$ cat config.mk
export PLATFORM = sky130hd
export DESIGN_NAME = reg_writeback
export DESIGN_NICKNAME = d
export VERILOG_FILES = /design/src/rtl/reg_writeback.sv
export SDC_FILE = /design/constraint.sdc
export NUM_CORES = 1
export LEC_CHECK = 0
export BUFFER_PORTS_ARGS = -buffer_cell sky130_fd_sc_hd__buf_2
export CAP_MARGIN = 20
export CORE_MARGIN = 2
export CORE_UTILIZATION = 45
export DETAILED_ROUTE_END_ITERATION = 8
export GPL_TIMING_DRIVEN = 1
export PLACE_DENSITY = 0.8
export SYNTH_ARGS = -nofsm -noshare
export SYNTH_HDL_FRONTEND = slang
export SYNTH_SLANG_ARGS = --single-unit
$ cat constraint.sdc
create_clock -name clk -period 2.87 [get_ports clk]
set_clock_uncertainty 0.15 [all_clocks]
set_input_delay 0.1435 -clock clk [delete_from_list [all_inputs] [get_ports clk]]
set_output_delay 0.1435 -clock clk [all_outputs]
set_load 0.02 [all_outputs]
$ cat src/rtl/reg_writeback.sv
// rtl/reg_writeback.sv - ALU/LSU writeback arbiter with busy scoreboard and hazard detect.
// Optional forwarding outputs are enabled by defining WB_BYPASS_EN.
module reg_writeback (
  input  logic        clk,
  input  logic        rst,
  input  logic        issue_valid,
  input  logic [4:0]  issue_rd,
  input  logic [4:0]  rs1_addr,
  input  logic [4:0]  rs2_addr,
  output logic        hazard,
  input  logic        alu_valid,
  output logic        alu_ready,
  input  logic [4:0]  alu_rd,
  input  logic [31:0] alu_data,
  input  logic        lsu_valid,
  output logic        lsu_ready,
  input  logic [4:0]  lsu_rd,
  input  logic [31:0] lsu_data,
  output logic        write_en,
  output logic [4:0]  rd_addr,
  output logic [31:0] rd_data,
  output logic [31:0] busy
`ifdef WB_BYPASS_EN
  ,
  output logic        rs1_fwd,
  output logic        rs2_fwd,
  output logic [31:0] fwd_data
`endif
);

  logic        r_ptr;        // 0: ALU preferred, 1: LSU preferred
  logic        r_write_en;
  logic [4:0]  r_rd_addr;
  logic [31:0] r_rd_data;
  logic [31:0] r_busy;

  logic        w_alu_xfer;
  logic        w_lsu_xfer;
  logic        w_xfer;
  logic [4:0]  w_xfer_rd;
  logic [31:0] w_xfer_data;
  logic [31:0] w_set_mask;
  logic [31:0] w_clr_mask;
  logic        w_rs1_busy;
  logic        w_rs2_busy;
  logic        w_issue_busy;

  // Grants are masked while in reset so no handshake can complete then.
  assign alu_ready = rst & alu_valid & (~lsu_valid | ~r_ptr);
  assign lsu_ready = rst & lsu_valid & (~alu_valid | r_ptr);

  assign w_alu_xfer  = alu_valid & alu_ready;
  assign w_lsu_xfer  = lsu_valid & lsu_ready;
  assign w_xfer      = w_alu_xfer | w_lsu_xfer;
  assign w_xfer_rd   = w_lsu_xfer ? lsu_rd : alu_rd;
  assign w_xfer_data = w_lsu_xfer ? lsu_data : alu_data;

  always_comb begin
    w_set_mask = '0;
    w_clr_mask = '0;
    if (issue_valid && (issue_rd != 5'd0)) w_set_mask[issue_rd] = 1'b1;
    if (w_xfer && (w_xfer_rd != 5'd0))     w_clr_mask[w_xfer_rd] = 1'b1;
  end

  assign w_rs1_busy   = (rs1_addr != 5'd0) & r_busy[rs1_addr];
  assign w_rs2_busy   = (rs2_addr != 5'd0) & r_busy[rs2_addr];
  assign w_issue_busy = issue_valid & (issue_rd != 5'd0) & r_busy[issue_rd];

  // A committed write has already cleared its busy bit, so a forwarded source never
  // contributes to hazard; a re-issued register keeps stalling until its new write lands.
  assign hazard = w_rs1_busy | w_rs2_busy | w_issue_busy;

  always_ff @(posedge clk or negedge rst) begin
    if (!rst) begin
      r_ptr      <= 1'b0;
      r_write_en <= 1'b0;
      r_rd_addr  <= 5'd0;
      r_rd_data  <= 32'd0;
      r_busy     <= 32'd0;
    end else begin
      r_busy     <= ((r_busy & ~w_clr_mask) | w_set_mask) & 32'hFFFF_FFFE;
      r_write_en <= w_xfer && (w_xfer_rd != 5'd0);
      if (w_xfer && (w_xfer_rd != 5'd0)) begin
        r_rd_addr <= w_xfer_rd;
        r_rd_data <= w_xfer_data;
      end
      if (w_xfer && alu_valid && lsu_valid) r_ptr <= ~r_ptr;
    end
  end

  assign write_en = r_write_en;
  assign rd_addr  = r_rd_addr;
  assign rd_data  = r_rd_data;
  assign busy     = r_busy;

`ifdef WB_BYPASS_EN
  assign rs1_fwd  = r_write_en & (rs1_addr != 5'd0) & (rs1_addr == r_rd_addr);
  assign rs2_fwd  = r_write_en & (rs2_addr != 5'd0) & (rs2_addr == r_rd_addr);
  assign fwd_data = r_rd_data;
`endif

endmodule

==> results.yml, run 1 <==
worst_hold_path:
  hold_start: "alu_rd[1]"
  hold_class: "primary input to flop"
  min_path_cells: 3
  hold_path_end: "rd_addr[1]"
detailed_routing:
  drt_wl_total_um: 13640
  drcViolationCount: 0
  vias: 4028
  viasPerCell: 5.838
  wire_per_inst_um: 19.77
  ant_nets: 0
  drt-initial-drc-count: 349
  drt_first_pass_iters: 5
worst_setup_path:
  reg2reg_depth: 6
  worst_ep_arrival_time_ps: 2800
  worstPathRequired_ps: 2970
  crit_slowest_cell: "dlygate4sd3_1"
  cpPeakStageDelay_ps: 570
  timing.rr.start: "r_ptr"
  cp-end-kind: "flop"
  r2r-end: "rd_data[14]"
  worstSetupStartpointType: "primary input"
  path_class: "primary input to flop"
  crit_path_frequent_cell: "dlygate4sd3_1"
  reg2reg_slack_ps: 210
  cp_top_family: "buffers and inverters"
  critPathMaxFanout: 22
  path_buf_inv: 4
  worstPathCellList: "dlygate4sd3_1, buf_4, and2_1, nand2_2, buf_6, mux2_2, dlygate4sd3_1, mux2_4"
floorplanning:
  die_width_um: 101.9
  rows: 35
  die_h_um: 101.9
  core-area_um2: 9284
  initial_core_util_pct: 46.47
  dieArea_um2: 10390
  io_pins: 167
timing:
  setup_tns_ps: 0
  rsz0062_at_grt: "no"
  tightest_slew_ps: 888.7
  finalCritPeriodShare_pct: 94.14
  slew_headroom_pct: 40.48
  hold_viol: 0
  max_freq_mhz: 370.1
  drv_slew: 0
  setup_violations: 0
  min_period_ps: 2702
clocking:
  clock_path_buffers: 2
  clk_latency_ps: 350
  numCtsBuffers: 9
  cts-root-buf: "clkbuf_8"
  clk_pin_slew_ps: 80
  cts_tree: "built"
  post_cts_buffers: 0
  clkSinkCount: 70
  cts-htree-levels: 3
final_layout:
  insertedDiodeCount: 0
  fin_nets: 650
  drive_gt1_share_pct: 50.09
  syn2layout_area_growth_pct: 33.32
synthesis:
  synth_area_um2: 4314
  synthCells: 366
  synthArstFlopShare_pct: 100.0
  synth.most_common_cell: "dfrtp_1"
  synth.avg_cell_area_um2: 11.79
  yosys_most_used_dff: "dfrtp_1"
  ys_seq_elements: 70
  syn-num-nets: 460
  synth.area.top_cells: "dfrtp_1, mux2_2, mux4_2"
  synth-edff-count: 0
  ys_top_cells_by_count: "dfrtp_1, mux2_2, o21ai_0"
  yosysTopAreaCell: "dfrtp_1"
  ys_seq_area_share_pct: 40.60
  synth_warnings: 0
  synth_top_area_share_pct: 40.60
  ys_types: 50
flow_run:
  drv_cap: 0
placement:
  hpwl_um: 9382
  numPortBuffers: 165
  gp_congestion: 0.8577
pwr:
  p_leak_nw: 2.605
  p_per_area_nw_per_um2: 642.7
  ir_drop_v: 0.0003046
  power_mw: 3.697
global_routing:
  gr-usage-all-layers_pct: 26.18
  grt_pass1_vias: 4058
  grt_pass1_wl_um: 20960
  grt_max_degree: 72
  grt_overflow: 0
  antenna_found_initial: 0
outcome:
  outcome: "complete, no violations"
-- final cells by class --
cell class | count | area (um2)
clock inverters | 7 | 51.30
repair buffers | 205 | 1221
inverters | 8 | 30.03
multi-input cells | 262 | 2412
well taps | 129 | 161.4
fillers | 764 | 3532
flip-flops and latches | 70 | 1752
clock buffers | 9 | 123.9
-- metrics by stage --
step	setup WS (ps)	cells	hold WS [ps]	cell area, um2	utilization [%]
finish	168.3	690	4.145	5752	61.95
global route	85.54	690	1.627	5752	61.95
CTS	39.18	687	0.1796	5714	61.55
detailed placement	23.58	640	-200.4	5221	56.24
global placement	113.0	639	-203.6	5214	56.16
floorplan	626.4	366	-302.1	4314	-
-- metal layers --
| layer | track usage [%] | share of wire, % |
|---|---|---|
| met5 | 0 | 0 |
| met4 | 9.333 | 1.9 |
| met3 | 7.250 | 10 |
| met2 | 41.60 | 48 |
| met1 | 34.65 | 39 |
-- where the power goes --
part           internal, mW  switching (mW)  leakage [nW]  total [mW]
sequential             1.22           0.273         0.828        1.49
clock                 0.314           0.403        0.0852       0.717
combinational         0.694           0.791          1.69        1.49
-- flip-flops by register name, summed over array words and instances (netlist names) --
signal,flops
r_ptr,1
rd_data,32
write_en,1
busy,31
rd_addr,5
-- worst reg2reg max path: stages, from the launching register on --
cell,delay [ps]
dfrtp_1,420
nand2b_1,240
nand2_2,270
buf_6,280
mux2_2,380
dlygate4sd3_1,570
mux2_4,260
-- worst max path at each step --
stage | startpoint | endpoint | slack [ps] | cells after the start
CTS | rst | busy[24] | 40 | 7
detailed placement | r_ptr | rd_data[29] | 20 | 5
floorplan | r_ptr | rd_data[10] | 630 | 7
finish | rst | rd_data[14] | 170 | 8
global route | rst | rd_data[14] | 90 | 8
global placement | r_ptr | rd_data[31] | 110 | 5
-- cell usage in the layout, fill, tap and decap left out, types with 5 or more instances in the layout --
cell type,instances
buf_4,5
dlygate4sd3_1,34
inv_1,8
o31ai_1,31
mux2_4,17
buf_2,164
nor2_1,9
o21ai_0,34
dfrtp_1,70
clkbuf_8,9
mux4_2,17
nand2b_1,7
a21oi_1,8
nand3b_1,7
mux2_2,52
nand3_1,5
mux2i_1,18
-- cell families (layout without fill, tap and decap cells) --
logic type | Yosys count | count (layout) | share of synthesized area, %
other cells | 1 | 1 | 0.08692
compound gates | 99 | 99 | 14.76
flops | 70 | 70 | 40.60
xor+xnor | 1 | 1 | 0.2031
simple gates | 57 | 57 | 8.121
buf+inv | 34 | 229 | 3.683
mux | 104 | 104 | 32.54
-- repair_timing --
item                                   in CTS  in global routing
setup endpoints to repair                   1                 15
gates resized for setup                     1                  2
endpoints found under the hold margin      89                  3
hold buffers                               31                  3
No activity file was read; power rests on OpenSTA's default activity.
==> run 2, diff against run 1 <==
--- a/config.mk
+++ b/config.mk
@@ -12,6 +12,8 @@
 export DETAILED_ROUTE_END_ITERATION = 8
 export GPL_TIMING_DRIVEN = 1
 export PLACE_DENSITY = 0.8
+export RECOVER_POWER = 100
+export SETUP_SLACK_MARGIN = 0.5
 export SYNTH_ARGS = -nofsm -noshare
 export SYNTH_HDL_FRONTEND = slang
 export SYNTH_SLANG_ARGS = --single-unit
==> results.yml, run 2 (same netlist as run 1, synthesis figures left out) <==
floorplanning:
  dieArea_um2: 10390
  rows: 35
  core-area_um2: 9284
  initial_core_util_pct: 46.47
  die_h_um: 101.9
  die_width_um: 101.9
  io_pins: 167
clocking:
  cts-root-buf: "clkbuf_8"
  clk_pin_slew_ps: 80
  clock_path_buffers: 2
  clk_latency_ps: 350
  cts-htree-levels: 3
  clkSinkCount: 70
  cts_tree: "built"
  numCtsBuffers: 9
timing:
  rsz0062_at_grt: "yes"
  slew_headroom_pct: 10.56
  max_freq_mhz: 387.5
  finalCritPeriodShare_pct: 89.92
  tightest_slew_ps: 1327
  setup_violations: 0
  hold_ws_ps: -480.9
  drv_slew: 0
  min_period_ps: 2581
  setup_tns_ps: 0
  hold_viol: 12
placement:
  numPortBuffers: 165
  place_area_um2: 5221
  gp_congestion: 0.8577
  hpwl_um: 9382
worst_setup_path:
  reg2reg_slack_ps: 290
  cp-end-kind: "flop"
  worstSetupStartpointType: "flop"
  cp-startpoint: "r_ptr"
  worstPathCellList: "nor2b_1, clkbuf_1, nor4b_1, o21ai_0, o31ai_1, o21ai_0"
  worst_ep_arrival_time_ps: 2700
  critPathMaxFanout: 8
  timing.rr.start: "r_ptr"
  r2r-end: "busy[9]"
  crit_path_frequent_cell: "o21ai_0"
  crit_slowest_cell: "o21ai_0"
  cpPeakStageDelay_ps: 1030
  worstPathRequired_ps: 2990
  path_class: "flop to flop"
  reg2reg_depth: 6
global_routing:
  met2_usage_pct: 44.89
  top_usage_layer: "met2"
  gr-usage-all-layers_pct: 27.97
  grt_overflow: 0
  grt_max_degree: 72
  grt_pass1_vias: 4281
  antenna_found_initial: 0
  met3_usage_pct: 8.687
  grt_pass1_wl_um: 22260
  grt_util_met1_pct: 36.01
final_layout:
  final_common_cell: "buf_2"
  drive_gt1_share_pct: 35.81
  final_cell_mix: "buf_2, clkbuf_1, dfrtp_1"
  final_area_um2: 5731
  largest_reg_flops: 32
  fin_nets: 667
  syn2layout_area_growth_pct: 32.83
  insertedDiodeCount: 0
pwr:
  p_leak_nw: 2.403
  p_per_area_nw_per_um2: 642.8
  ir_drop_v: 0.0002982
detailed_routing:
  drt_first_pass_iters: 5
  drcViolationCount: 0
  wire_per_inst_um: 20.27
  vias: 4128
  viasPerCell: 5.839
  ant_nets: 0
  drt_wl_total_um: 14330
  drt-initial-drc-count: 309
worst_hold_path:
  hold_class: "primary input to asynchronous set/reset pin"
outcome:
  violations: "hold timing"
  outcome: "finished, violations left"
flow_run:
  drv_cap: 0
-- run 2: power by group --
group | internal, mW | total, mW | switching [mW]
Combinational | 0.650 | 1.48 | 0.834
Clock | 0.314 | 0.716 | 0.402
Sequential | 1.22 | 1.48 | 0.262
Total | 2.19 | 3.68 | 1.50
-- run 2: how the worst max path moves through the flow --
stage                  endpoint  slack [ps]  depth (start not counted)
finish                  busy[9]         290                          6
detailed placement  rd_data[29]          20                          5
global placement    rd_data[31]         110                          5
floorplan           rd_data[10]         630                          7
CTS                      hazard         290                          6
global route            busy[5]         160                          6
-- run 2: what timing repair did --
action | CTS | global route
setup buffers | 11 | 4
hold buffers | 30 | 4
endpoints found under the setup margin | 39 | 53
gates cloned | 2 | 0
pin swaps | 4 | 4
hold endpoints to repair | 89 | 74
gates resized for setup | 6 | 4
-- run 2: critical path, delay by kind of cell (launching register included) --
kind	cells	cell delay, ps
DFF	1	420
and+or+nand+nor	2	380
AOI/OAI and AO/OA	3	1330
buffers and inverters	1	220
-- run 2: metrics by stage --
stage | std cells | power, mW | utilization, % | setup WS, ps
3_3_place_gp | 639 | 2.870 | 56.16 | 113.0
3_5_place_dp | 640 | 2.924 | 56.24 | 23.58
2_1_floorplan | 366 | 2.378 | - | 626.4
5_1_grt | 707 | 3.871 | 61.73 | 164.5
4_1_cts | 699 | 3.758 | 62.79 | 287.0
6_report | 707 | 3.684 | 61.73 | 289.2
-- run 2: metal layers --
layer | up-vias | routed length (um)
met2 | 245 | 6930
met4 | 0 | 263
met1 | 2022 | 5795
met3 | 30 | 1338
met5 | - | 0
li1 | 1831 | -
-- run 2: layout make-up --
class,instances,area (um2)
Clock buffer,9,123.9
Clock inverter,7,51.30
Fill cell,802,3553
Inverter,8,30.03
Multi-Input combinational cell,264,2385
Sequential cell,70,1752
Tap cell,129,161.4
Timing Repair Buffer,220,1227
==> run 3, diff against run 2 <==
--- a/config.mk
+++ b/config.mk
@@ -5,13 +5,14 @@
 export SDC_FILE = /design/constraint.sdc
 export NUM_CORES = 1
 export LEC_CHECK = 0
+export ABC_AREA = 1
 export BUFFER_PORTS_ARGS = -buffer_cell sky130_fd_sc_hd__buf_2
 export CAP_MARGIN = 20
 export CORE_MARGIN = 2
 export CORE_UTILIZATION = 45
 export DETAILED_ROUTE_END_ITERATION = 8
 export GPL_TIMING_DRIVEN = 1
-export PLACE_DENSITY = 0.8
+export PLACE_DENSITY = 0.79
 export RECOVER_POWER = 100
 export SETUP_SLACK_MARGIN = 0.5
 export SYNTH_ARGS = -nofsm -noshare
==> results.yml, run 3 <==
outcome:
  outcome: "finished, violations left"
  violations: "capacitance limit, slew limit"
synthesis:
  synth-edff-count: 0
  ys_seq_area_share_pct: 39.55
  synth_warnings: 0
  ys_seq_elements: 70
  synthArstFlopShare_pct: 100.0
  synth_top_area_share_pct: 39.55
  synth.area.top_cells: "dfrtp_1, nand2_1, nand3_1"
  synth.most_common_cell: "nand2_1"
  synth.avg_cell_area_um2: 6.309
  yosys_most_used_dff: "dfrtp_1"
  synth_area_um2: 4429
  yosysTopAreaCell: "dfrtp_1"
  ys_types: 33
  ys_top_cells_by_count: "nand2_1, dfrtp_1, inv_1"
  syn-num-nets: 796
  synthCells: 702
worst_setup_path:
  worstPathCellList: "clkinv_1, nand2_2, nand2_8, inv_1, nand2_1, nand2_1, nand2_1, nor2_1, nand2_1, nand2_1, o21ai_1"
  cpPeakStageDelay_ps: 600
  cp-endpoint: "busy[3]"
  path_class: "flop to flop"
  r2r-end: "busy[3]"
  cp-end-kind: "flop"
  timing.rr.start: "r_ptr"
  worstSetupStartpointType: "flop"
  worstPathRequired_ps: 2940
  path_buf_inv: 2
  reg2reg_slack_ps: 330
  critPathMaxFanout: 21
  cp-startpoint: "r_ptr"
  cp_top_family: "simple AND/OR/NAND/NOR gates"
  worst_ep_arrival_time_ps: 2600
  reg2reg_depth: 11
  crit_path_frequent_cell: "nand2_1"
  crit_slowest_cell: "nor2_1"
  crit_cells: 11
timing:
  setup_tns_ps: 0
  tightest_slew_ps: 1674
  slew_headroom_pct: -11.58
  finalCritPeriodShare_pct: 88.35
  hold_ws_ps: 28.89
  max_freq_mhz: 394.4
  rsz0062_at_grt: "no"
  setup_violations: 0
  fin_ws_ps: 334.2
  hold_viol: 0
  min_period_ps: 2536
  drv_slew: 71
clocking:
  clkSinkCount: 70
  clk_pin_slew_ps: 80
  clock_path_buffers: 2
  cts-root-buf: "clkbuf_8"
  cts_tree: "built"
  numCtsBuffers: 9
  cts-htree-levels: 3
  clk_latency_ps: 350
final_layout:
  finalNonFillerCells: 1062
  final_util_pct: 63.06
  multi_input_area_um2: 2377
  drive_gt1_share_pct: 13.99
  syn2layout_area_growth_pct: 37.88
  largest_reg_flops: 32
  final_common_cell: "nand2_1"
  final_cell_mix: "nand2_1, buf_2, clkbuf_1"
  final_area_um2: 6107
  insertedDiodeCount: 0
  register_area_um2: 1752
  fin_nets: 1018
  fillers: 874
placement:
  hpwl_um: 10340
  place_inst: 980
  preCtsSetupSlack_ps: 408.3
  place_area_um2: 5306
  gp_congestion: 0.8914
  numPortBuffers: 165
detailed_routing:
  vias: 5470
  drt-initial-drc-count: 375
  drcViolationCount: 0
  drt_first_pass_iters: 8
  wire_per_inst_um: 14.87
  ant_nets: 0
  viasPerCell: 5.151
  drt_wl_total_um: 15790
global_routing:
  grt_pass1_wl_um: 24670
  grt_overflow: 0
  antenna_found_initial: 1
  gr-usage-all-layers_pct: 29.92
  grt_pass1_vias: 5403
  grt_max_degree: 71
floorplanning:
  dieArea_um2: 10650
  core-area_um2: 9684
  rows: 36
  die_width_um: 103.2
  io_pins: 167
  initial_core_util_pct: 45.74
  die_h_um: 103.2
pwr:
  ir_drop_v: 0.0002693
  power_mw: 3.873
  p_leak_nw: 3.244
  p_per_area_nw_per_um2: 634.1
worst_hold_path:
  hold_class: "primary input to flop"
flow_run:
  drv_cap: 1
run 3: cell types whose count changed after synthesis, moves of 18 or more:
cell     previous run  this run
o31ai_1            31         1
mux2_2             52         0
nand3_1             5        41
nand2_1             4       413
mux2i_1            18         0
inv_1               8        42
run 3: how the worst min path moves through the flow:
stage,from,to,slack (ps),depth (start not counted)
2_1_floorplan,rst,busy[10],-300,0
3_3_place_gp,rst,rd_data[23],280,2
3_5_place_dp,rst,rd_data[23],280,2
4_1_cts,lsu_rd[4],rd_addr[4],30,3
5_1_grt,lsu_rd[4],rd_addr[4],70,3
6_report,lsu_rd[4],rd_addr[4],30,3
run 3: cell families (layout without fill, tap and decap cells):
| kind of cell | after synthesis | count (layout) | share of synthesized area (%) |
|---|---|---|---|
| compound gates | 59 | 59 | 8.107 |
| xor+xnor | 1 | 1 | 0.1978 |
| buf+inv | 73 | 299 | 7.345 |
| flops | 70 | 70 | 39.55 |
| other cells | 1 | 1 | 0.08466 |
| simple gates | 498 | 499 | 44.72 |
run 3: timing repair:
| item | 4_1_cts | 5_1_grt |
|---|---|---|
| endpoints found under the hold margin | 102 | 0 |
| gates cloned | 0 | 1 |
| buffers inserted | 0 | 0 |
| gates resized for setup | 2 | 6 |
| hold buffers | 65 | 0 |
| setup endpoints to repair | 34 | 42 |
| pin swaps | 0 | 2 |
run 3: area by class of cell:
class,count,area share [%]
Timing Repair Buffer,233,23.17
Clock buffer,11,2.315
Inverter,50,3.217
Clock inverter,5,0.9629
Tap cell,133,2.725
Multi-Input combinational cell,560,38.93
Sequential cell,70,28.68
run 3: per-layer routing:
metal	wire length, um	track usage [%]	vias up
met1	5951	33.30	2469
met4	572	15.18	0
li1	-	-	2622
met5	0	0	-
met2	7690	53.50	322
met3	1575	6.922	57
run 3: worst register-to-register path: cells and delay by family, from the launching register on:
kind	cells	cell delay (ps)
DFF	1	390
AOI/OAI and AO/OA	1	70
and+or+nand+nor	8	1570
buffers and inverters	2	220
run 3: power breakdown:
part / total (mW) / switching, mW / internal (mW)
Clock: 0.818 / 0.392 / 0.426
Combinational: 1.53 / 1.00 / 0.523
Sequential: 1.53 / 0.298 / 1.23
